===== config.mk =====
export PLATFORM = sky130hd
export DESIGN_NAME = operand_loader
export DESIGN_NICKNAME = d
export VERILOG_FILES = /design/src/rtl/operand_loader_pkg.sv /design/src/rtl/operand_loader_button_debouncer.sv /design/src/rtl/operand_loader.sv
export SDC_FILE = /design/constraint.sdc
export NUM_CORES = 1
export LEC_CHECK = 0
export ABC_AREA = 1
export ABC_CLOCK_PERIOD_IN_PS = 1900
export CAP_MARGIN = 20
export CORE_MARGIN = 8
export CORE_UTILIZATION = 40
export CTS_BUF_LIST = sky130_fd_sc_hd__clkbuf_2 sky130_fd_sc_hd__clkbuf_4 sky130_fd_sc_hd__clkbuf_8
export CTS_CLUSTER_SIZE = 14
export DETAILED_ROUTE_END_ITERATION = 8
export GPL_TIMING_DRIVEN = 1
export HOLD_SLACK_MARGIN = 0.08
export PLACE_DENSITY = 0.6
export SYNTH_ARGS = -nofsm -noshare
export SYNTH_HDL_FRONTEND = slang
export SYNTH_SLANG_ARGS = --single-unit

===== constraint.sdc =====
create_clock -name clk -period 1.9 [get_ports clk]
set_input_delay 0.57 -clock clk [delete_from_list [all_inputs] [get_ports clk]]
set_output_delay 0.57 -clock clk [all_outputs]
set_load 0.05 [all_outputs]

===== src/rtl/operand_loader_pkg.sv =====
// Shared types for the operand loader: load sequencing states and their encoding width.
package operand_loader_pkg;

    localparam int STATE_W = 2;

    typedef enum logic [STATE_W-1:0] {
        LOAD_A = 2'b00,
        LOAD_B = 2'b01,
        READY  = 2'b10
    } load_state_t;

    // Operand register written by a press taken in state s.
    function automatic logic press_targets_a(input load_state_t s);
        return (s == LOAD_A) || (s == READY);
    endfunction

endpackage


===== src/rtl/operand_loader_button_debouncer.sv =====
// Button conditioning for the operand loader: 2-flop synchronizer, consecutive-sample
// debounce counter and a registered rising-edge strobe on the debounced level.
module button_debouncer #(
    parameter int DEBOUNCE_CYCLES = 1000000
) (
    input  logic clk,
    input  logic reset,
    input  logic btn_raw,
    output logic btn_level,
    output logic btn_rise
);

    localparam int CNT_W = $clog2(DEBOUNCE_CYCLES);
    localparam logic [CNT_W-1:0] CNT_LAST = CNT_W'(DEBOUNCE_CYCLES - 1);

    logic [1:0]       sync_q;
    logic             btn_sync;
    logic             level_q;
    logic             rise_q;
    logic [CNT_W-1:0] cnt_q;

    assign btn_sync = sync_q[1];

    // A sample that agrees with the accepted level restarts the count, so only an
    // uninterrupted run of DEBOUNCE_CYCLES disagreeing samples flips the level.
    always_ff @(posedge clk) begin
        if (reset) begin
            sync_q  <= 2'b00;
            level_q <= 1'b0;
            rise_q  <= 1'b0;
            cnt_q   <= '0;
        end else begin
            sync_q <= {sync_q[0], btn_raw};
            rise_q <= 1'b0;
            if (btn_sync == level_q) begin
                cnt_q <= '0;
            end else if (cnt_q == CNT_LAST) begin
                level_q <= btn_sync;
                rise_q  <= btn_sync;
                cnt_q   <= '0;
            end else begin
                cnt_q <= cnt_q + 1'b1;
            end
        end
    end

    assign btn_level = level_q;
    assign btn_rise  = rise_q;

endmodule


===== src/rtl/operand_loader.sv =====
// Operand loader: debounced push-button steps A/B operand capture for the ALU.
// Optional press counter output enabled by defining OPERAND_LOADER_PRESS_COUNT_EN.
//
// state  | meaning
// LOAD_A | waiting for a press to capture operand A
// LOAD_B | waiting for a press to capture operand B
// READY  | both operands held; next press recaptures A
module operand_loader
    import operand_loader_pkg::*;
#(
    parameter int DEBOUNCE_CYCLES = 1000000,
    parameter int DATA_W          = 8
) (
    input  logic               clk,
    input  logic               reset,
    input  logic               btn_load,
    input  logic [DATA_W-1:0]  input_bits,
    output logic [DATA_W-1:0]  a_val,
    output logic [DATA_W-1:0]  b_val,
    output logic [STATE_W-1:0] load_state,
    output logic               operands_valid,
    output logic               load_pulse
`ifdef OPERAND_LOADER_PRESS_COUNT_EN
    ,
    output logic [7:0]         press_count
`endif
);

    logic        btn_level;
    logic        btn_rise;
    logic        press;
    logic        cap_a;
    logic        cap_b;
    load_state_t state;
    load_state_t state_next;

    button_debouncer #(
        .DEBOUNCE_CYCLES(DEBOUNCE_CYCLES)
    ) u_debouncer (
        .clk      (clk),
        .reset    (reset),
        .btn_raw  (btn_load),
        .btn_level(btn_level),
        .btn_rise (btn_rise)
    );

    assign press = btn_rise & btn_level;

    always_ff @(posedge clk) begin
        if (reset) begin
            state <= LOAD_A;
        end else begin
            state <= state_next;
        end
    end

    always_comb begin
        state_next = state;
        cap_a      = 1'b0;
        cap_b      = 1'b0;
        case (state)
            LOAD_A, READY: begin
                if (press) begin
                    cap_a      = press_targets_a(state);
                    state_next = LOAD_B;
                end
            end
            LOAD_B: begin
                if (press) begin
                    cap_b      = 1'b1;
                    state_next = READY;
                end
            end
            default: state_next = LOAD_A;
        endcase
    end

    always_ff @(posedge clk) begin
        if (reset) begin
            a_val      <= '0;
            b_val      <= '0;
            load_pulse <= 1'b0;
        end else begin
            if (cap_a) begin
                a_val <= input_bits;
            end
            if (cap_b) begin
                b_val <= input_bits;
            end
            load_pulse <= cap_a | cap_b;
        end
    end

`ifdef OPERAND_LOADER_PRESS_COUNT_EN
    logic [7:0] press_cnt_q;

    always_ff @(posedge clk) begin
        if (reset) begin
            press_cnt_q <= 8'd0;
        end else if (cap_a | cap_b) begin
            press_cnt_q <= press_cnt_q + 8'd1;
        end
    end

    assign press_count = press_cnt_q;
`endif

    assign load_state     = state;
    assign operands_valid = (state == READY);

endmodule


# --- After elaboration in Yosys (flattened, before gate mapping) ---
# Cells that the tools add are included.
word_totals:
  reg_bits: 43
  in_bits: 11
  elab_cells: 33
  output_inout_bits: 20
op_classes:
  add_sub_neg: 1
  n_mux: 7
  n_bitwise: 4
  n_eq_ne: 6
  reduce_logical: 7
ops:
  columns: ["operator", "count"]
  rows:
  - ["$add 20x1->20 const B", 1]
  - ["$eq 20x20->1 const B", 1]
  - ["$reduce_or 3->1", 2]
  - ["$mux 1", 4]
  - ["$mux 2", 2]
  - ["$ne 2x2->1 const B", 2]
  - ["$pmux 2 s2", 1]
  - ["$reduce_and 2->1", 2]
  - ["$eq 2x1->1 const B", 1]
  - ["$eq 2x2->1 const B", 1]
  - ["$logic_not 2->1", 1]
  - ["$not 1->1", 2]
  - ["$reduce_or 2->1", 1]
  - ["$and 1x1->1", 1]
  - ["$eq 1x1->1", 1]
  - ["$logic_or 1x1->1", 1]
  - ["$or 1x1->1", 1]

# --- Logic depth before layout (Yosys ltp) ---
# Gate-level depths: netlist of run 1.
depth:
  depth_word: 5
  ltp_mapped: 8
  depth_no_buf: 8

# --- Modules after synthesis ---
# A second synthesis of run 1 with hierarchy kept.
hier_totals:
  cells_unflattened: 292
  area_unflattened_um2: 2049.5
by_module_without_submodules:
  columns: ["mod", "cells_each", "seq_area_each_um2", "area_per_inst_um2", "n_inst"]
  rows:
  - ["button_debouncer", 175, 480.5, 1227.4, 1]
  - ["operand_loader", 117, 380.4, 822.0, 1]

# --- Worst setup path before layout of run 1 ---
# No wires, ideal clock.
synth_timing:
  kind: "register to output"
  from: "reg state[1], in the netlist load_state[1]"
  to: "out operands_valid"
  n_path_buf: 0
  t_arrival_ns: 1.458
  t_required_ns: 1.330
  path_slack_ns: -0.128
  path_stages_with_launch: 3
  path_cell_list: "dfxtp_1 > inv_1 > nor2_1"
synth_via:
  elab_chain_cells: 1
synth_lines:
  columns: ["element", "line_no", "text"]
  rows:
  - ["start, declared", "operand_loader.sv:34", "load_state_t state;"]
  - ["start signal, assigned", "operand_loader.sv:53", "state <= state_next;"]
  - ["$eq 2x2->1", "operand_loader.sv:109", "assign operands_valid = (state == READY);"]
  - ["end, declared", "operand_loader.sv:21", "output logic operands_valid,"]
# Every way passes these cells.

# --- Worst setup path in the final report of run 1 ---
# Same ends and word-level chain as after synthesis.

==> impl_metrics.prom, run 1 <==
# TYPE chip_impl_metric gauge
chip_impl_info{name="outcome",value="completed"} 1
chip_impl_metric{name="power.share.combinational",unit="%"} 2.6
chip_impl_metric{name="setup_viol",unit=""} 0
chip_impl_metric{name="synth-seq-cells",unit=""} 43
chip_impl_metric{name="critPathRequiredTime",unit="ps"} 1330
chip_impl_metric{name="hold_violations",unit=""} 0
chip_impl_metric{name="cts_resized",unit=""} 0
chip_impl_metric{name="numClockSinks",unit=""} 43
chip_impl_metric{name="grt_pass1_vias",unit=""} 1743
chip_impl_metric{name="netlist_instances",unit=""} 270
chip_impl_metric{name="fp.coreArea",unit="µm²"} 4661
chip_impl_metric{name="cap_violations",unit=""} 0
chip_impl_info{name="cts_root_buffer",value="sky130_fd_sc_hd__clkbuf_8"} 1
chip_impl_info{name="dominantRegCellSynth",value="sky130_fd_sc_hd__dfxtp_1"} 1
chip_impl_info{name="largest_family_of_logic_cells_by_synthesized_area",value="simple AND/OR/NAND/NOR gates"} 1
chip_impl_metric{name="report.final.slew_viol_count",unit=""} 0
chip_impl_metric{name="cts_hold_buffers",unit=""} 0
chip_impl_metric{name="wirelength_routed",unit="µm"} 4209
chip_impl_metric{name="post_synth_xor_area_fraction",unit="%"} 5.963
chip_impl_metric{name="detailedRoute.firstIterationViolations",unit=""} 117
chip_impl_metric{name="dpl.hpwl",unit="µm"} 3137
chip_impl_metric{name="die_width",unit="µm"} 85.09
chip_impl_metric{name="grt_util_all_layers",unit="%"} 12.80
chip_impl_info{name="hold_crit_path_type",value="flop to flop"} 1
chip_impl_metric{name="dp.cells",unit=""} 355
chip_impl_metric{name="clock.fmax",unit="MHz"} 575.4
chip_impl_metric{name="cellPowerDensity",unit="nW/µm²"} 685.7
chip_impl_metric{name="clock_latency",unit="ps"} 290
chip_impl_metric{name="cts-htree-levels",unit=""} 2
chip_impl_metric{name="arrival",unit="ps"} 1170
chip_impl_metric{name="syn-num-nets",unit=""} 282
chip_impl_metric{name="final_core_util",unit="%"} 51.49
chip_impl_metric{name="number_of_flops_mapped_to_enable_cells_by_yosys",unit=""} 0
chip_impl_metric{name="switching_power",unit="µW"} 317.3
chip_impl_metric{name="post_synth_num_cell_types",unit=""} 25
chip_impl_metric{name="post_synth_mux_area_share",unit="%"} 0
chip_impl_metric{name="cell_internal_power",unit="µW"} 1328
chip_impl_metric{name="drive_gt1_share",unit="%"} 13.31
chip_impl_metric{name="grt_antenna_before_repair",unit=""} 0
chip_impl_info{name="timing.critical_path.from_type",value="flop"} 1
chip_impl_metric{name="fin_worst_skew",unit="ps"} 3.773
chip_impl_metric{name="initial_utilization",unit="%"} 40.97
chip_impl_metric{name="die_height",unit="µm"} 85.09
chip_impl_metric{name="seq_power_share",unit="%"} 55.0
chip_impl_metric{name="antenna_left",unit=""} 0
chip_impl_metric{name="crit_path_max_fanout",unit=""} 4
chip_impl_metric{name="place_congestion",unit=""} 0.8675
chip_impl_info{name="setup.worst_path.class",value="flop to primary output"} 1
chip_impl_metric{name="yosysSeqAreaShare",unit="%"} 45.09
chip_impl_metric{name="postSynth.asyncResetShare",unit="%"} 0
chip_impl_metric{name="total_leakage_power",unit="µW"} 0.0009053
chip_impl_metric{name="ir_worst_vdd",unit="V"} 0.0003615
chip_impl_metric{name="setup_tns",unit="ps"} 0
chip_impl_metric{name="slew_margin_rel",unit="%"} 81.19
chip_impl_metric{name="cts_post_setup_buffers_inserted",unit=""} 0
chip_impl_metric{name="route.detailed.wl_per_inst",unit="µm"} 11.63
chip_impl_metric{name="clock_buffer_count_from_cts",unit=""} 5
chip_impl_info{name="setup_repair_after_global_routing_missed_its_margin",value="no"} 1
chip_impl_metric{name="p_total",unit="µW"} 1645
chip_impl_metric{name="p_sw_share",unit="%"} 19.29
chip_impl_metric{name="die-area",unit="µm²"} 7240
chip_impl_metric{name="final_cell_area",unit="µm²"} 2400
chip_impl_metric{name="route.vias.total",unit=""} 1701
chip_impl_metric{name="number_of_port_buffers",unit=""} 30
chip_impl_metric{name="netlist_area",unit="µm²"} 1909
chip_impl_metric{name="clkSlewWorstSetupHoldPaths",unit="ps"} 80
chip_impl_metric{name="cts.path.max_buffers",unit=""} 2
chip_impl_metric{name="worstMarginPinSlew",unit="ps"} 281.7
chip_impl_metric{name="synthesis.area_per_instance",unit="µm²"} 7.072
chip_impl_metric{name="top_level_ports",unit=""} 31
chip_impl_metric{name="drt_first_pass_iters",unit=""} 4
chip_impl_metric{name="drcViolationCount",unit=""} 0
chip_impl_metric{name="fin_crit_sh",unit="%"} 91.46
chip_impl_metric{name="drt-vias-per-instance",unit=""} 4.699
chip_impl_metric{name="grt_start_max_net_pins",unit=""} 21
chip_impl_info{name="clock_tree_from_tritoncts",value="yes"} 1
chip_impl_metric{name="synthToLayoutAreaGrowth",unit="%"} 25.69
chip_impl_metric{name="fin_nets",unit=""} 320
chip_impl_metric{name="synth_simple_gate_area_share",unit="%"} 35.58
chip_impl_info{name="critPathCaptureType",value="primary output"} 1
chip_impl_metric{name="final.min_clock_period",unit="ps"} 1738
chip_impl_metric{name="first_pass_grt_wire_length",unit="µm"} 7741
chip_impl_metric{name="ys_warn_count",unit=""} 0
chip_impl_metric{name="yosys.area_share.adder",unit="%"} 0.6553
chip_impl_metric{name="synth-compound-area-share",unit="%"} 6.946
chip_impl_metric{name="insertedDiodeCount",unit=""} 0
chip_impl_metric{name="overflow",unit=""} 0
chip_impl_metric{name="placement_rows",unit=""} 25
chip_impl_metric{name="final-instance-count-excl-fill",unit=""} 362
chip_impl_metric{name="placed_area",unit="µm²"} 2293
chip_impl_metric{name="share_clk_of_total_power",unit="%"} 42.4
layout by cell type (no fill, tap or decap), types with 8 or more instances in the layout:
cell | Yosys | routed
sky130_fd_sc_hd__nand3_1 | 10 | 10
sky130_fd_sc_hd__a21oi_1 | 8 | 8
sky130_fd_sc_hd__clkdlybuf4s50_1 | 0 | 10
sky130_fd_sc_hd__xor2_1 | 11 | 11
sky130_fd_sc_hd__o21ai_0 | 17 | 17
sky130_fd_sc_hd__buf_4 | 2 | 21
sky130_fd_sc_hd__nor2_1 | 87 | 86
sky130_fd_sc_hd__inv_1 | 21 | 21
sky130_fd_sc_hd__dfxtp_1 | 43 | 43
sky130_fd_sc_hd__nand2_1 | 48 | 48
power by group through the flow:
| stage | logic [µW] | registers, µW | clock network [µW] |
|---|---|---|---|
| after CTS | 43.7 | 904 | 726 |
| after detailed placement | 43.6 | 926 | 0 |
| final | 43.4 | 904 | 698 |
| after global routing | 47.4 | 905 | 773 |
| after global placement | 44.3 | 926 | 0 |
| after floorplan | 12.8 | 925 | 0 |
critical path, cell delays in order (launching register included):
cell and delay (ps):
sky130_fd_sc_hd__dfxtp_1 470, sky130_fd_sc_hd__inv_1 90, sky130_fd_sc_hd__nor2_2 160, sky130_fd_sc_hd__buf_12 160
through the flow:
step	worst slack (ps)	hold slack, ps
2_1_floorplan	80.98	388.3
3_3_place_gp	233.9	396.5
3_5_place_dp	218.1	403.0
4_1_cts	141.8	414.7
5_1_grt	76.75	442.4
6_report	162.2	412.7
cell usage after synthesis, types with 2 or more instances:
master                    count  area (µm²)
sky130_fd_sc_hd__xor2_1      11       96.34
sky130_fd_sc_hd__o21ai_0     17       85.08
sky130_fd_sc_hd__inv_1       21       78.83
sky130_fd_sc_hd__nand3_2      2       20.02
sky130_fd_sc_hd__nand2_1     48       180.2
sky130_fd_sc_hd__xnor2_1      2       17.52
sky130_fd_sc_hd__dfxtp_1     43       860.8
sky130_fd_sc_hd__a21oi_1      8       40.04
sky130_fd_sc_hd__buf_4        2       15.01
sky130_fd_sc_hd__nand3_1     10       50.05
sky130_fd_sc_hd__nor2_4       2       22.52
sky130_fd_sc_hd__nand4_1      5       31.28
sky130_fd_sc_hd__nor2_1      87       326.6
final timing paths:
check / from / slack, ps / cells after the start / endpoint
setup reg to reg: u_debouncer.cnt_q[0]$_SDFF_PP0_ / 310 / 7 / u_debouncer.cnt_q[15]$_SDFF_PP0_
setup / recovery: load_state[1]$_SDFFE_PP0P_ / 160 / 3 / operands_valid
hold reg to reg: u_debouncer.sync_q[0]$_SDFF_PP0_ / 410 / 2 / u_debouncer.sync_q[1]$_SDFF_PP0_
hold / removal: u_debouncer.sync_q[0]$_SDFF_PP0_ / 410 / 2 / u_debouncer.sync_q[1]$_SDFF_PP0_
per-layer routing:
metal	up-vias	part of all wire, %	global-route usage (%)
li1	917	-	-
met1	736	49	15.58
met2	44	42	19.82
met3	4	7.2	5.502
met4	0	0.95	3.883
met5	-	0	0
sequential cells by signal (all words and copies together) (netlist names):
name and flops:
u_debouncer.btn_rise 1, u_debouncer.btn_level 1, u_debouncer.sync_q 2, load_pulse 1
a_val 8, u_debouncer.cnt_q 20, load_state 2, b_val 8
final cells by class:
class / count / area [µm²]
repair buffers: 35 / 337.8
flip-flops and latches: 43 / 860.8
inverters: 23 / 86.33
clock buffers: 6 / 76.32
well taps: 54 / 67.56
clock inverters: 1 / 30.03
multi-input cells: 200 / 940.9
fillers: 471 / 2261
kinds of logic after synthesis:
kind of cell,count (synthesis)
flops,43
compound gates,26
fa+ha+maj,1
xor+xnor,13
simple gates,160
buf+inv,27
Power figures use the tool's default switching activity.
==> run 2: changes to the inputs <==
--- a/config.mk
+++ b/config.mk
@@ -13,9 +13,10 @@
 export CTS_BUF_LIST = sky130_fd_sc_hd__clkbuf_2 sky130_fd_sc_hd__clkbuf_4 sky130_fd_sc_hd__clkbuf_8
 export CTS_CLUSTER_SIZE = 14
 export DETAILED_ROUTE_END_ITERATION = 8
+export DONT_BUFFER_PORTS = 1
 export GPL_TIMING_DRIVEN = 1
 export HOLD_SLACK_MARGIN = 0.08
-export PLACE_DENSITY = 0.6
+export PLACE_DENSITY = 0.51
 export SYNTH_ARGS = -nofsm -noshare
 export SYNTH_HDL_FRONTEND = slang
 export SYNTH_SLANG_ARGS = --single-unit
==> run 2 against run 1 <==
Compared with the run above: sequential share of layout area up 5.1 points; routed wire length about the same; die area stayed put; register-to-register slack better by 30 ps; sequential power about the same; count of clock-buffer cells in the layout unchanged; clock skew grew 1.1 ps; via count down 7.2%.
==> impl_metrics.prom, run 2 (same netlist as run 1, synthesis figures left out) <==
# TYPE chip_impl_metric gauge
chip_impl_metric{name="cts-htree-levels",unit=""} 2
chip_impl_info{name="outcome",value="completed"} 1
chip_impl_metric{name="sequential_cell_area",unit="µm²"} 860.8
chip_impl_metric{name="hold_ws",unit="ps"} 335.0
chip_impl_metric{name="n_fill_cell",unit=""} 486
chip_impl_info{name="hold_path_startpoint",value="reset"} 1
chip_impl_metric{name="final.min_clock_period",unit="ps"} 1682
chip_impl_info{name="setup_repair_after_global_routing_missed_its_margin",value="no"} 1
chip_impl_info{name="critical_path.slowest_cell",value="sky130_fd_sc_hd__dfxtp_1"} 1
chip_impl_metric{name="die_width",unit="µm"} 85.09
chip_impl_info{name="critPathCaptureType",value="primary output"} 1
chip_impl_info{name="setup.worst_path.class",value="flop to primary output"} 1
chip_impl_metric{name="total_leakage_power",unit="µW"} 0.0007402
chip_impl_info{name="hold_crit_path_type",value="input port to flop"} 1
chip_impl_info{name="clock_tree_from_tritoncts",value="yes"} 1
chip_impl_info{name="critical_path_cell_by_cell",value="inv_1 -> nor2_2 -> buf_12"} 1
chip_impl_metric{name="slew_margin_rel",unit="%"} 64.86
chip_impl_info{name="biggest_regs",value="u_debouncer.cnt_q (20), a_val (8), b_val (8)"} 1
chip_impl_metric{name="arrival",unit="ps"} 1110
chip_impl_metric{name="report.final.slew_viol_count",unit=""} 0
chip_impl_metric{name="critical_path.max_stage_delay",unit="ps"} 420
chip_impl_metric{name="wirelength_routed",unit="µm"} 4213
chip_impl_metric{name="route.vias.total",unit=""} 1578
chip_impl_metric{name="setup_tns",unit="ps"} 0
chip_impl_metric{name="dpl.hpwl",unit="µm"} 3183
chip_impl_metric{name="worstRegToRegCells",unit=""} 7
chip_impl_metric{name="min_path_cells",unit=""} 1
chip_impl_metric{name="drive_gt1_share",unit="%"} 8.214
chip_impl_metric{name="fp.coreArea",unit="µm²"} 4661
chip_impl_metric{name="placement_rows",unit=""} 25
chip_impl_metric{name="cts_resized",unit=""} 0
chip_impl_metric{name="cellPowerDensity",unit="nW/µm²"} 715.2
chip_impl_metric{name="drt_first_pass_iters",unit=""} 4
chip_impl_metric{name="die-area",unit="µm²"} 7240
chip_impl_metric{name="ir_worst_vdd",unit="V"} 0.0004226
chip_impl_metric{name="antenna_left",unit=""} 0
chip_impl_metric{name="fin_worst_skew",unit="ps"} 4.909
chip_impl_metric{name="numClockSinks",unit=""} 43
chip_impl_metric{name="setup_viol",unit=""} 0
chip_impl_metric{name="number_of_port_buffers",unit=""} 0
chip_impl_metric{name="place_congestion",unit=""} 0.8306
chip_impl_metric{name="critPathRequiredTime",unit="ps"} 1330
chip_impl_metric{name="reg2reg_slack",unit="ps"} 340
chip_impl_metric{name="largest_register_ffs",unit=""} 20
chip_impl_metric{name="clock.fmax",unit="MHz"} 594.6
chip_impl_metric{name="clock_latency",unit="ps"} 290
chip_impl_metric{name="hold_violations",unit=""} 0
chip_impl_metric{name="die_height",unit="µm"} 85.09
chip_impl_metric{name="drcViolationCount",unit=""} 0
chip_impl_info{name="max_flop_register",value="u_debouncer.cnt_q"} 1
chip_impl_info{name="rr_endpoint",value="u_debouncer.cnt_q[4]$_SDFF_PP0_"} 1
chip_impl_info{name="cp_top_family",value="flip-flops"} 1
chip_impl_metric{name="combined_buffer_and_inverter_count_along_the_critical_path",unit=""} 2
chip_impl_metric{name="grt_pass1_vias",unit=""} 1529
chip_impl_metric{name="cap_violations",unit=""} 0
chip_impl_metric{name="cts_post_setup_buffers_inserted",unit=""} 0
chip_impl_info{name="timing.critical_path.from_type",value="flop"} 1
chip_impl_info{name="layout_commonest_cell",value="sky130_fd_sc_hd__nor2_1"} 1
chip_impl_metric{name="synthToLayoutAreaGrowth",unit="%"} 10.09
chip_impl_metric{name="clkSlewWorstSetupHoldPaths",unit="ps"} 80
chip_impl_metric{name="cp_num_cells",unit=""} 3
chip_impl_metric{name="route.detailed.wl_per_inst",unit="µm"} 12.61
chip_impl_metric{name="drt-vias-per-instance",unit=""} 4.725
chip_impl_metric{name="insertedDiodeCount",unit=""} 0
chip_impl_info{name="final_cell_mix",value="sky130_fd_sc_hd__nor2_1 (86), sky130_fd_sc_hd__nand2_1 (48), sky130_fd_sc_hd__dfxtp_1 (43)"} 1
chip_impl_metric{name="grt_antenna_before_repair",unit=""} 0
chip_impl_metric{name="worstMarginPinSlew",unit="ps"} 526.4
chip_impl_metric{name="first_pass_grt_wire_length",unit="µm"} 7293
chip_impl_metric{name="fin_nets",unit=""} 291
chip_impl_metric{name="top_level_ports",unit=""} 31
chip_impl_metric{name="cts_hold_buffers",unit=""} 0
chip_impl_metric{name="clock_buffer_count_from_cts",unit=""} 5
chip_impl_metric{name="overflow",unit=""} 0
chip_impl_metric{name="grt_start_max_net_pins",unit=""} 20
chip_impl_metric{name="multiInputGateArea",unit="µm²"} 940.9
chip_impl_metric{name="cts.path.max_buffers",unit=""} 2
chip_impl_info{name="cts_root_buffer",value="sky130_fd_sc_hd__clkbuf_8"} 1
chip_impl_metric{name="initial_utilization",unit="%"} 40.97
chip_impl_info{name="regToRegStartpoint",value="u_debouncer.cnt_q[0]$_SDFF_PP0_"} 1
chip_impl_metric{name="grt_util_all_layers",unit="%"} 12.72
chip_impl_metric{name="detailedRoute.firstIterationViolations",unit=""} 52
chip_impl_metric{name="crit_path_max_fanout",unit=""} 4
chip_impl_info{name="min_to",value="load_state[1]$_SDFFE_PP0P_"} 1
chip_impl_metric{name="fin_crit_sh",unit="%"} 88.52
[run 2: cell types whose count changed in the layout (fill, tap and decap cells not counted), sizes merged]
cell / delta
clkinvlp: +1
clkinv: +1
buf: -19
clkdlybuf4s50: -10
bufinv: -1
[run 2: area by class of cell]
| class | count | area share (%) |
|---|---|---|
| clock inverters | 2 | 0.5952 |
| well taps | 54 | 3.214 |
| repair buffers | 6 | 2.738 |
| clock buffers | 6 | 3.631 |
| multi-input cells | 200 | 44.76 |
| flip-flops and latches | 43 | 40.95 |
| inverters | 23 | 4.107 |
[run 2: per-stage QoR]
step                cell area, µm²  power, µW  std cells  util [%]  worst slack [ps]
global placement              2013      943.2        326     43.19             419.6
detailed placement            2013      943.1        326     43.19             350.0
finish                        2102       1503        334     45.10             218.1
floorplan                     1912      938.2        270         -             80.98
CTS                           2102       1534        334     45.10             191.4
global route                  2102       1580        334     45.10             94.54
[run 2: worst max-delay path by stage]
stage                                             endpoint                             from
after floorplan                             operands_valid       load_state[1]$_SDFFE_PP0P_
after global placement    u_debouncer.cnt_q[11]$_SDFF_PP0_  u_debouncer.cnt_q[0]$_SDFF_PP0_
after detailed placement  u_debouncer.cnt_q[15]$_SDFF_PP0_  u_debouncer.cnt_q[0]$_SDFF_PP0_
after CTS                                   operands_valid       load_state[1]$_SDFFE_PP0P_
after global routing                        operands_valid       load_state[1]$_SDFFE_PP0P_
final                                       operands_valid       load_state[1]$_SDFFE_PP0P_
[run 2: power breakdown]
group          switching (µW)  total [µW]  internal, µW  leakage (µW)
clock                     311         582           271     0.0000446
combinational            10.8        16.7          5.89      0.000349
sequential               1.66         904           903      0.000347
total                     323        1500          1180      0.000740
[run 2: layer usage]
metal	wire, µm	track usage (%)	vias to the layer above
li1	-	-	856
met1	1910	14.44	689
met2	1898	19.60	28
met3	328	6.178	5
met4	76	5.825	0
met5	0	0	-
==> run 3: changes to the inputs <==
--- a/config.mk
+++ b/config.mk
@@ -5,7 +5,6 @@
 export SDC_FILE = /design/constraint.sdc
 export NUM_CORES = 1
 export LEC_CHECK = 0
-export ABC_AREA = 1
 export ABC_CLOCK_PERIOD_IN_PS = 1900
 export CAP_MARGIN = 20
 export CORE_MARGIN = 8
@@ -20,3 +19,4 @@
 export SYNTH_ARGS = -nofsm -noshare
 export SYNTH_HDL_FRONTEND = slang
 export SYNTH_SLANG_ARGS = --single-unit
+export TNS_END_PERCENT = 5
==> run 3 against run 2 <==
Compared with the run above: die area down 8.2%; critical path depth up 1; sequential power barely moved; count of clock-buffer cells in the layout unchanged; flip-flop and latch count stayed put; cell count decreased by 19%; maximum frequency shrank 5.5%; clock skew is 2.1 ps higher; area after synthesis fell by 10%; routed wire length is 9.2% lower; largest cell class is now sequential cells.
==> impl_metrics.prom, run 3 <==
# TYPE chip_impl_metric gauge
chip_impl_info{name="regToRegStartpoint",value="u_debouncer.cnt_q[11]$_SDFF_PP0_"} 1
chip_impl_info{name="ys_top_cells_by_area",value="sky130_fd_sc_hd__dfxtp_1 (50%), sky130_fd_sc_hd__nand2_1 (8.7%), sky130_fd_sc_hd__a21oi_1 (6.7%), sky130_fd_sc_hd__xnor2_1 (4.6%), sky130_fd_sc_hd__nor2_1 (3.9%)"} 1
chip_impl_metric{name="netlist_area",unit="µm²"} 1718
chip_impl_metric{name="drcViolationCount",unit=""} 0
chip_impl_info{name="hold_crit_path_type",value="input port to flop"} 1
chip_impl_info{name="final_cell_mix",value="sky130_fd_sc_hd__dfxtp_1 (43), sky130_fd_sc_hd__nand2_1 (40), sky130_fd_sc_hd__a21oi_1 (23)"} 1
chip_impl_info{name="cp_top_family",value="simple AND/OR/NAND/NOR gates"} 1
chip_impl_info{name="synth.top_cells.by_count",value="sky130_fd_sc_hd__dfxtp_1 (43), sky130_fd_sc_hd__nand2_1 (40), sky130_fd_sc_hd__a21oi_1 (23)"} 1
chip_impl_metric{name="numClockSinks",unit=""} 43
chip_impl_metric{name="min_path_cells",unit=""} 1
chip_impl_info{name="setup.worst_path.class",value="flop to flop"} 1
chip_impl_metric{name="reg2reg_slack",unit="ps"} 120
chip_impl_info{name="layout_commonest_cell",value="sky130_fd_sc_hd__dfxtp_1"} 1
chip_impl_metric{name="cellPowerDensity",unit="nW/µm²"} 819.9
chip_impl_metric{name="p_total",unit="µW"} 1642
chip_impl_info{name="critical_path.slowest_cell",value="sky130_fd_sc_hd__or4b_1"} 1
chip_impl_info{name="hold_path_startpoint",value="reset"} 1
chip_impl_metric{name="worstRegToRegCells",unit=""} 4
chip_impl_info{name="critPathCaptureType",value="flop"} 1
chip_impl_info{name="max_flop_register",value="u_debouncer.cnt_q"} 1
chip_impl_metric{name="grt_antenna_before_repair",unit=""} 0
chip_impl_metric{name="detailedRoute.firstIterationViolations",unit=""} 76
chip_impl_metric{name="crit_path_max_fanout",unit=""} 8
chip_impl_metric{name="dpl.hpwl",unit="µm"} 2802
chip_impl_metric{name="grt_pass1_vias",unit=""} 1337
chip_impl_metric{name="place_congestion",unit=""} 0.8863
chip_impl_metric{name="cts.path.max_buffers",unit=""} 2
chip_impl_metric{name="number_of_port_buffers",unit=""} 0
chip_impl_metric{name="die_width",unit="µm"} 81.54
chip_impl_metric{name="die-area",unit="µm²"} 6648
chip_impl_metric{name="placement_rows",unit=""} 24
chip_impl_metric{name="slew_margin_rel",unit="%"} 64.56
chip_impl_metric{name="yosysSeqAreaShare",unit="%"} 50.11
chip_impl_metric{name="grt_util_all_layers",unit="%"} 11.63
chip_impl_info{name="synthDominantAreaCellType",value="sky130_fd_sc_hd__dfxtp_1"} 1
chip_impl_metric{name="setup_tns",unit="ps"} 0
chip_impl_metric{name="final-instance-count-excl-fill",unit=""} 270
chip_impl_metric{name="initial_utilization",unit="%"} 40.57
chip_impl_metric{name="synth_top_area_share",unit="%"} 50.11
chip_impl_metric{name="grt_start_max_net_pins",unit=""} 26
chip_impl_info{name="dominantRegCellSynth",value="sky130_fd_sc_hd__dfxtp_1"} 1
chip_impl_metric{name="final.min_clock_period",unit="ps"} 1780
chip_impl_metric{name="wirelength_routed",unit="µm"} 3824
chip_impl_metric{name="multiInputGateArea",unit="µm²"} 819.5
chip_impl_metric{name="route.detailed.wl_per_inst",unit="µm"} 14.16
chip_impl_metric{name="arrival",unit="ps"} 2000
chip_impl_metric{name="synthToLayoutAreaGrowth",unit="%"} 16.61
chip_impl_metric{name="synth-seq-cells",unit=""} 43
chip_impl_metric{name="clock.fmax",unit="MHz"} 561.8
chip_impl_metric{name="clock_latency",unit="ps"} 290
chip_impl_metric{name="fp.coreArea",unit="µm²"} 4234
chip_impl_info{name="min_to",value="b_val[5]$_SDFFE_PP0P_"} 1
chip_impl_metric{name="worstMarginPinSlew",unit="ps"} 530.9
chip_impl_info{name="timing.critical_path.from_type",value="flop"} 1
chip_impl_metric{name="cap_violations",unit=""} 0
chip_impl_metric{name="total_leakage_power",unit="µW"} 0.0006414
chip_impl_metric{name="drt-vias-per-instance",unit=""} 5.348
chip_impl_metric{name="number_of_flops_mapped_to_enable_cells_by_yosys",unit=""} 0
chip_impl_metric{name="syn-num-nets",unit=""} 214
chip_impl_metric{name="post_synth_num_cell_types",unit=""} 31
chip_impl_info{name="rr_endpoint",value="u_debouncer.cnt_q[17]$_SDFF_PP0_"} 1
chip_impl_metric{name="first_pass_grt_wire_length",unit="µm"} 6009
chip_impl_metric{name="die_height",unit="µm"} 81.54
chip_impl_metric{name="critPathRequiredTime",unit="ps"} 2120
chip_impl_metric{name="fin_worst_skew",unit="ps"} 7.048
chip_impl_metric{name="ir_worst_vdd",unit="V"} 0.0003623
chip_impl_info{name="outcome",value="completed"} 1
chip_impl_metric{name="postSynth.asyncResetShare",unit="%"} 0
chip_impl_metric{name="synthesis.area_per_instance",unit="µm²"} 8.504
chip_impl_metric{name="fin_nets",unit=""} 229
chip_impl_metric{name="largest_register_ffs",unit=""} 20
chip_impl_metric{name="critical_path.max_stage_delay",unit="ps"} 520
chip_impl_metric{name="dp.cells",unit=""} 262
chip_impl_info{name="cts_root_buffer",value="sky130_fd_sc_hd__clkbuf_8"} 1
chip_impl_metric{name="cts-htree-levels",unit=""} 2
chip_impl_metric{name="clock_buffer_count_from_cts",unit=""} 5
chip_impl_metric{name="route.vias.total",unit=""} 1444
chip_impl_metric{name="cts_hold_buffers",unit=""} 0
chip_impl_metric{name="insertedDiodeCount",unit=""} 0
chip_impl_metric{name="setup_viol",unit=""} 0
chip_impl_metric{name="hold_violations",unit=""} 0
chip_impl_metric{name="overflow",unit=""} 0
chip_impl_metric{name="n_fill_cell",unit=""} 423
chip_impl_info{name="clock_tree_from_tritoncts",value="yes"} 1
chip_impl_info{name="post-synth-top-count-cell",value="sky130_fd_sc_hd__dfxtp_1"} 1
chip_impl_metric{name="top_level_ports",unit=""} 31
chip_impl_metric{name="antenna_left",unit=""} 0
chip_impl_metric{name="netlist_instances",unit=""} 202
chip_impl_info{name="setup_repair_after_global_routing_missed_its_margin",value="no"} 1
chip_impl_metric{name="drt_first_pass_iters",unit=""} 4
chip_impl_metric{name="clkSlewWorstSetupHoldPaths",unit="ps"} 80
chip_impl_metric{name="fin_crit_sh",unit="%"} 93.69
chip_impl_metric{name="cts_post_setup_buffers_inserted",unit=""} 0
chip_impl_metric{name="combined_buffer_and_inverter_count_along_the_critical_path",unit=""} 0
chip_impl_metric{name="drive_gt1_share",unit="%"} 12.84
chip_impl_metric{name="ys_warn_count",unit=""} 0
chip_impl_metric{name="sequential_cell_area",unit="µm²"} 860.8
chip_impl_info{name="critical_path_cell_by_cell",value="nand4_2 -> or4_4 -> or4b_1 -> a21oi_1"} 1
chip_impl_info{name="biggest_regs",value="u_debouncer.cnt_q (20), a_val (8), b_val (8)"} 1
chip_impl_metric{name="report.final.slew_viol_count",unit=""} 0
[run 3: cell count changes in the layout (fill, tap and decap cells not counted), moves of 6 or more]
| cell | change |
|---|---|
| sky130_fd_sc_hd__buf_4 | +9 |
| sky130_fd_sc_hd__o21ai_0 | -14 |
| sky130_fd_sc_hd__nand2_1 | -8 |
| sky130_fd_sc_hd__nor2_1 | -68 |
| sky130_fd_sc_hd__xnor2_1 | +7 |
| sky130_fd_sc_hd__a21oi_1 | +15 |
| sky130_fd_sc_hd__nor4_1 | +6 |
| sky130_fd_sc_hd__inv_1 | -17 |
[run 3: cell type report]
cell class / count / area share, %
sequential: 43 / 42.97
multi-input combinational: 148 / 40.91
timing repair buffer: 15 / 6.246
clock buffer: 6 / 4.122
tap: 52 / 3.248
clock inverter: 2 / 1.749
inverter: 4 / 0.7495
[run 3: timing repair]
action / in CTS / in global routing
endpoints found under the setup margin: 0 / 1
hold endpoints to repair: 0 / 0
gates resized for setup: 0 / 1
[run 3: where the power goes]
group | switching (µW) | total [µW] | leakage, µW | internal [µW]
clock network | 303 | 728 | 0.0000612 | 425
logic | 6.09 | 10.3 | 0.000234 | 4.23
registers | 1.14 | 904 | 0.000347 | 903
[run 3: worst max path at each step]
stage,startpoint,end,slack [ps],cells after the start
6_report,u_debouncer.cnt_q[11]$_SDFF_PP0_,u_debouncer.cnt_q[17]$_SDFF_PP0_,120,4
5_1_grt,u_debouncer.cnt_q[9]$_SDFF_PP0_,u_debouncer.cnt_q[8]$_SDFF_PP0_,10,6
3_5_place_dp,u_debouncer.cnt_q[11]$_SDFF_PP0_,u_debouncer.cnt_q[17]$_SDFF_PP0_,70,4
2_1_floorplan,u_debouncer.cnt_q[6]$_SDFF_PP0_,u_debouncer.cnt_q[17]$_SDFF_PP0_,50,5
4_1_cts,u_debouncer.cnt_q[11]$_SDFF_PP0_,u_debouncer.cnt_q[17]$_SDFF_PP0_,50,4
3_3_place_gp,u_debouncer.cnt_q[8]$_SDFF_PP0_,u_debouncer.cnt_q[17]$_SDFF_PP0_,160,4
[run 3: cell families (layout without fill, tap and decap cells)]
kind of cell | count (synthesis) | after routing | synth area share [%]
buffers and inverters | 11 | 27 | 2.549
adders and majority gates | 1 | 1 | 0.7282
and+or+nand+nor | 102 | 102 | 29.72
xor gates and xnor gates | 15 | 15 | 7.648
AOI/OAI and AO/OA | 30 | 30 | 9.249
DFF | 43 | 43 | 50.11
[run 3: per-layer routing]
layer  part of all wire [%]  vias to the layer above  global-route usage, %
met4                    1.1                        0                  5.357
met3                     12                        7                  5.580
met2                     47                       47                  19.17
met5                      0                        -                      0
li1                       -                      724                      -
met1                     40                      666                  12.33
[run 3: stage by stage]
stage	setup slack [ps]	hold WS [ps]	util (%)	area, µm²
floorplan	47.05	413.8	-	1720
global placement	158.4	422.8	44.44	1882
detailed placement	70.92	427.8	44.44	1882
CTS	50.13	326.7	47.22	1999
global route	14.28	310.2	47.31	2003
finish	119.9	334.7	47.31	2003
[run 3: worst reg2reg max path, delay by kind of cell (launching register included)]
family             cells  cell delay, ps
AOI/OAI and AO/OA      1             160
DFF                    1             410
and+or+nand+nor        3            1140
